===== config.mk =====
export PLATFORM = sky130hd
export DESIGN_NAME = cm_pipe_adder_flat
export DESIGN_NICKNAME = d
export VERILOG_FILES = /design/src/rtl/cm_pipe_adder_if.sv /design/src/rtl/cm_pipe_adder.sv /design/src/flat_wrapper.sv
export SDC_FILE = /design/constraint.sdc
export NUM_CORES = 1
export LEC_CHECK = 0
export ABC_AREA = 0
export BUFFER_PORTS_ARGS = -buffer_cell sky130_fd_sc_hd__buf_4
export CORE_ASPECT_RATIO = 1.1
export CORE_MARGIN = 5
export CORE_UTILIZATION = 55
export CTS_CLUSTER_SIZE = 16
export DETAILED_ROUTE_END_ITERATION = 10
export PLACE_DENSITY = 0.73
export SYNTH_ARGS = -nofsm -noshare
export SYNTH_HDL_FRONTEND = slang
export SYNTH_SLANG_ARGS = --single-unit

===== constraint.sdc =====
create_clock -name clk -period 2.05 [get_ports clk]
set_input_delay 0.41 -clock clk [delete_from_list [all_inputs] [get_ports clk]]
set_output_delay 0.41 -clock clk [all_outputs]
set_load 0.01 [all_outputs]

===== src/rtl/cm_pipe_adder_if.sv =====
// rtl/cm_pipe_adder_if.sv - operand and result stream bundle for cm_pipe_adder
interface cm_pipe_adder_if #(
    parameter int WIDTH = 16
);
    logic             in_valid;
    logic             in_ready;
    logic [WIDTH-1:0] in_a;
    logic [WIDTH-1:0] in_b;
    logic             in_cin;
    logic             in_sub;
    logic             out_valid;
    logic             out_ready;
    logic [WIDTH-1:0] out_sum;
    logic             out_cout;
    logic             out_ovf;

    modport master (
        output in_valid, in_a, in_b, in_cin, in_sub, out_ready,
        input  in_ready, out_valid, out_sum, out_cout, out_ovf
    );

    modport slave (
        input  in_valid, in_a, in_b, in_cin, in_sub, out_ready,
        output in_ready, out_valid, out_sum, out_cout, out_ovf
    );
endinterface


===== src/rtl/cm_pipe_adder.sv =====
// rtl/cm_pipe_adder.sv - pipelined ripple-carry adder/subtractor, SEG bits per stage
module cm_pipe_adder #(
    parameter int WIDTH = 16,
    parameter int SEG   = 4
) (
    input  logic           clk,
    input  logic           rst_n,
    cm_pipe_adder_if.slave bus
);
    localparam int STAGES = WIDTH / SEG;

    if (WIDTH < 1 || SEG < 1 || (WIDTH % SEG) != 0) begin : g_bad_params
        $error("cm_pipe_adder: WIDTH must be a nonzero multiple of SEG");
    end

    logic             adv;
    logic             accept;
    logic [WIDTH-1:0] b_eff;
    logic             c_eff;

    // Subtraction is A + ~B + ~borrow, so both modes share one carry chain.
    assign b_eff        = bus.in_b ^ {WIDTH{bus.in_sub}};
    assign c_eff        = bus.in_cin ^ bus.in_sub;
    assign adv          = ~bus.out_valid | bus.out_ready;
    assign bus.in_ready = adv;
    assign accept       = bus.in_valid & adv;

    for (genvar k = 0; k < STAGES; k++) begin : g_st
        localparam int SW = (k + 1) * SEG;

        logic [SEG-1:0] seg_a;
        logic [SEG-1:0] seg_b;
        logic           seg_c;
        logic           vin;
        logic [SEG:0]   seg_r;
        logic [SW-1:0]  sum_d;
        logic           vq;
        logic           cq;
        logic [SW-1:0]  sq;

        if (k == 0) begin : g_head
            assign seg_a = bus.in_a[SEG-1:0];
            assign seg_b = b_eff[SEG-1:0];
            assign seg_c = c_eff;
            assign vin   = accept;
            assign sum_d = seg_r[SEG-1:0];
        end else begin : g_body
            assign seg_a = g_st[k-1].g_skew.aq[SEG-1:0];
            assign seg_b = g_st[k-1].g_skew.bq[SEG-1:0];
            assign seg_c = g_st[k-1].cq;
            assign vin   = g_st[k-1].vq;
            assign sum_d = {seg_r[SEG-1:0], g_st[k-1].sq};
        end

        assign seg_r = {1'b0, seg_a} + {1'b0, seg_b} + {{SEG{1'b0}}, seg_c};

        // Data only loads with a live beat so the output holds its last result across bubbles.
        always_ff @(posedge clk or negedge rst_n) begin
            if (!rst_n) begin
                vq <= 1'b0;
                cq <= 1'b0;
                sq <= '0;
            end else if (adv) begin
                vq <= vin;
                if (vin) begin
                    cq <= seg_r[SEG];
                    sq <= sum_d;
                end
            end
        end

        if (k < STAGES - 1) begin : g_skew
            localparam int HW = WIDTH - SW;

            logic [HW-1:0] a_d;
            logic [HW-1:0] b_d;
            logic [HW-1:0] aq;
            logic [HW-1:0] bq;

            if (k == 0) begin : g_src_in
                assign a_d = bus.in_a[WIDTH-1:SEG];
                assign b_d = b_eff[WIDTH-1:SEG];
            end else begin : g_src_prev
                assign a_d = g_st[k-1].g_skew.aq[WIDTH-k*SEG-1:SEG];
                assign b_d = g_st[k-1].g_skew.bq[WIDTH-k*SEG-1:SEG];
            end

            always_ff @(posedge clk or negedge rst_n) begin
                if (!rst_n) begin
                    aq <= '0;
                    bq <= '0;
                end else if (adv && vin) begin
                    aq <= a_d;
                    bq <= b_d;
                end
            end
        end

        if (k == STAGES - 1) begin : g_tail
            logic msb_cin;
            logic oq;

            // Carry into the MSB recovered from the MSB sum bit and its operands.
            assign msb_cin = seg_a[SEG-1] ^ seg_b[SEG-1] ^ seg_r[SEG-1];

            always_ff @(posedge clk or negedge rst_n) begin
                if (!rst_n) begin
                    oq <= 1'b0;
                end else if (adv && vin) begin
                    oq <= msb_cin ^ seg_r[SEG];
                end
            end
        end
    end

    assign bus.out_valid = g_st[STAGES-1].vq;
    assign bus.out_sum   = g_st[STAGES-1].sq;
    assign bus.out_cout  = g_st[STAGES-1].cq;
    assign bus.out_ovf   = g_st[STAGES-1].g_tail.oq;
endmodule


===== src/flat_wrapper.sv =====
// flat-port wrapper written by rule: the top's interface ports become plain ports
module cm_pipe_adder_flat 
#(
    parameter int WIDTH = 16,
    parameter int SEG   = 4
)
  (clk, rst_n, bus_in_valid, bus_in_a, bus_in_b, bus_in_cin, bus_in_sub, bus_out_ready, bus_in_ready, bus_out_valid, bus_out_sum, bus_out_cout, bus_out_ovf);
  cm_pipe_adder_if #(.WIDTH(WIDTH)) bus_i ();
  input  logic clk;
  input  logic rst_n;
  input wire logic [$bits(bus_i.in_valid)-1:0] bus_in_valid;
  input wire logic [$bits(bus_i.in_a)-1:0] bus_in_a;
  input wire logic [$bits(bus_i.in_b)-1:0] bus_in_b;
  input wire logic [$bits(bus_i.in_cin)-1:0] bus_in_cin;
  input wire logic [$bits(bus_i.in_sub)-1:0] bus_in_sub;
  input wire logic [$bits(bus_i.out_ready)-1:0] bus_out_ready;
  output wire logic [$bits(bus_i.in_ready)-1:0] bus_in_ready;
  output wire logic [$bits(bus_i.out_valid)-1:0] bus_out_valid;
  output wire logic [$bits(bus_i.out_sum)-1:0] bus_out_sum;
  output wire logic [$bits(bus_i.out_cout)-1:0] bus_out_cout;
  output wire logic [$bits(bus_i.out_ovf)-1:0] bus_out_ovf;
  assign bus_i.in_valid = bus_in_valid;
  assign bus_i.in_a = bus_in_a;
  assign bus_i.in_b = bus_in_b;
  assign bus_i.in_cin = bus_in_cin;
  assign bus_i.in_sub = bus_in_sub;
  assign bus_i.out_ready = bus_out_ready;
  assign bus_in_ready = bus_i.in_ready;
  assign bus_out_valid = bus_i.out_valid;
  assign bus_out_sum = bus_i.out_sum;
  assign bus_out_cout = bus_i.out_cout;
  assign bus_out_ovf = bus_i.out_ovf;
  cm_pipe_adder #(.WIDTH(WIDTH), .SEG(SEG)) u_core (.clk(clk), .rst_n(rst_n), .bus(bus_i));
endmodule

==> results.yml <==
outcome:
  status: "complete, no violations"
synthesis:
  synthMuxAreaShare: 0.177
  ys_ff_latch: 97
  synth_compound_area_frac: 0.0539
  ys_warn_count: 0
  syn_area_per_cell_sq_um: 13.4
  synthAdderAreaFrac: 0.0719
  synth-simple-area-share: 0.0476
  synth.area.top_cells: "dfrtp_1, mux2_2, fa_1"
  syn_inst: 322
  yosysTopAreaCellShare: 0.563
  seq_area_frac_synth: 0.563
  synth_top_family_by_area: "multiplexers"
  synthXorXnorAreaFrac: 0.0508
  syn_area_sq_um: 4310
  yosysTopAreaCell: "dfrtp_1"
  ys_types: 27
  synth_fp_nets: 380
power:
  p_leak_nw: 2.43
  irDropWorstVdd_v: 0.000545
  power_density_nw_per_um2: 1460
global_routing:
  grt_util_all_layers: 0.170
  grt_max_degree: 42
  grt_pass1_vias: 2663
  grt_pass1_wl_um: 12600
  grt_overflow_total: 0
  antenna_found_initial: 0
worst_setup_path:
  critPathMaxFanout: 2
  crit_type: "reg2reg"
  start_kind: "flop"
  path_buf_inv: 0
  slowest_delay_ns: 0.47
  path_cells: "fa_1 > fa_1 > a21o_1 > a21oi_1 > o21ai_0"
  crit_family: "adder cells"
  slowest_stage: "fa_1"
  cp-end-kind: "flop"
  rrSetupSlack_ns: 0.24
  cp_common_cell: "fa_1"
  cp_data_arrival_time_ns: 2.05
  crit_required_ns: 2.29
cts:
  cts_max_path_buffers: 2
  ctsHoldBuffers: 0
  cts_buffers: 9
  cts_sinks: 97
  post_cts_buffers: 0
  cts_tree: "yes"
  cts-resized-gates: 0
  h-tree-depth: 3
  root_buffer: "clkbuf_8"
  clk_pin_slew_ns: 0.09
  clk_latency_ns: 0.36
sta:
  max_freq_mhz: 554
  layout_setup_ws_ns: 0.244
  tightest_slew_ns: 0.513
  relSlewSlack: 0.658
  min_period_ns: 1.81
  min_period_over_period: 0.881
  finClkSkew_ns: 0.0116
  slew_viol_final: 0
  fin_setup_tns_ns: 0
  hold_viol: 0
  rsz0062_at_grt: "false"
  setup_viol: 0
floorplanning:
  io_pins: 58
  core-area_sq_um: 7560
  die_h_um: 103
  die_w_um: 94.4
  start_util: 0.571
  die_area_sq_um: 9720
  floorplan.rows: 33
cells_and_area:
  final_area_sq_um: 5110
  syn_to_final_growth_pct: 18.4
  multiInputGateArea_sq_um: 1730
  drive_above_1_share: 0.395
  diodes: 0
  final_cell_mix: "dfrtp_1, buf_4, mux2_2"
  register_area_sq_um: 2430
  layout_commonest_cell: "dfrtp_1"
  fin_nets: 443
  fillers: 578
  post-route-util: 0.676
min_path:
  hold_path_class: "in2async"
placement:
  dp_slack_ns: 0.101
  port_buffers: 57
  hpwl_um: 5170
  gp_congestion: 0.764
  place_area_sq_um: 4880
drt:
  antenna_left: 0
  drt-pass1-iter-count: 4
  avgRoutedWirePerCell_um: 14.5
  drc_errors: 0
  drt_wl_total_um: 7160
  vias: 2490
  first_iter_violations: 41
  viasPerCell: 5.03
job:
  max-cap-violations: 0
## flip-flops by register name, summed over array words and instances (netlist names)
name	cells
u_core.bus.out_ovf	1
u_core.g_st.g_skew.aq	24
u_core.bus.out_cout	1
u_core.g_st.cq	3
u_core.g_st.sq	24
u_core.g_st.g_skew.bq	24
u_core.bus.out_valid	1
u_core.g_st.vq	3
u_core.bus.out_sum	16
## per-stage QoR
step | hold WS [ns] | total power, W | cells
after floorplan | 0.114 | 0.00529 | 322
after global placement | 0.421 | 0.00600 | 479
after detailed placement | 0.421 | 0.00615 | 479
final | 0.0162 | 0.00744 | 495
after CTS | 0.0272 | 0.00755 | 495
after global routing | 0.0439 | 0.00805 | 495
## cell families after synthesis
| family | after synthesis |
|---|---|
| DFF | 97 |
| muxes | 65 |
| and+or+nand+nor | 45 |
| AOI/OAI and AO/OA | 43 |
| buffers and inverters | 27 |
| xor gates and xnor gates | 25 |
| adders and majority gates | 20 |
## final timing paths
path                       depth (start not counted)                     endpoint                   startpoint
max in group asynchronous                          2  u_core.g_st[2].g_skew.aq[0]                        rst_n
min reg2reg                                        2         u_core.g_st[0].sq[3]         u_core.g_st[0].sq[3]
min in group clk                                   2  u_core.g_st[0].g_skew.aq[5]                  bus_in_a[9]
max reg2reg                                        5            u_core.g_st[1].cq  u_core.g_st[0].g_skew.bq[0]
max                                                5            u_core.g_st[1].cq  u_core.g_st[0].g_skew.bq[0]
min                                                1       u_core.bus.out_sum[15]                        rst_n
## per-layer routing
metal | global-route usage | up-vias | part of all wire
li1 | - | 1208 | -
met1 | 0.219 | 1223 | 0.44
met2 | 0.277 | 51 | 0.49
met3 | 0.0431 | 8 | 0.058
met4 | 0.0667 | 0 | 0.015
met5 | 0 | - | 0
## cell type report
class / instances / area share
sequential: 97 / 0.475
inverter: 13 / 0.0105
tap: 105 / 0.0257
multi-input combinational: 198 / 0.340
clock buffer: 10 / 0.0269
clock inverter: 6 / 0.0176
timing repair buffer: 66 / 0.104
## synthesized netlist by cell type (all sizes together)
master / instances
dfrtp: 97
xor2: 10
nand2b: 2
xnor2: 15
fa: 8
nand2: 38
buf: 13
mux2: 65
ha: 12
o21ai: 29
clkbuf: 1
a21oi: 7
inv: 13
a21boi: 1
nor2: 2
a21o: 5
nor2b: 2
o31ai: 1
nor3b: 1
## power breakdown
| group | switching [W] | total, W | internal (W) |
|---|---|---|---|
| Combinational | 0.00124 | 0.00284 | 0.00160 |
| Sequential | 0.000460 | 0.00322 | 0.00276 |
| Clock | 0.000652 | 0.00138 | 0.000725 |
| Total | 0.00235 | 0.00744 | 0.00509 |
Power figures use the tool's default switching activity.
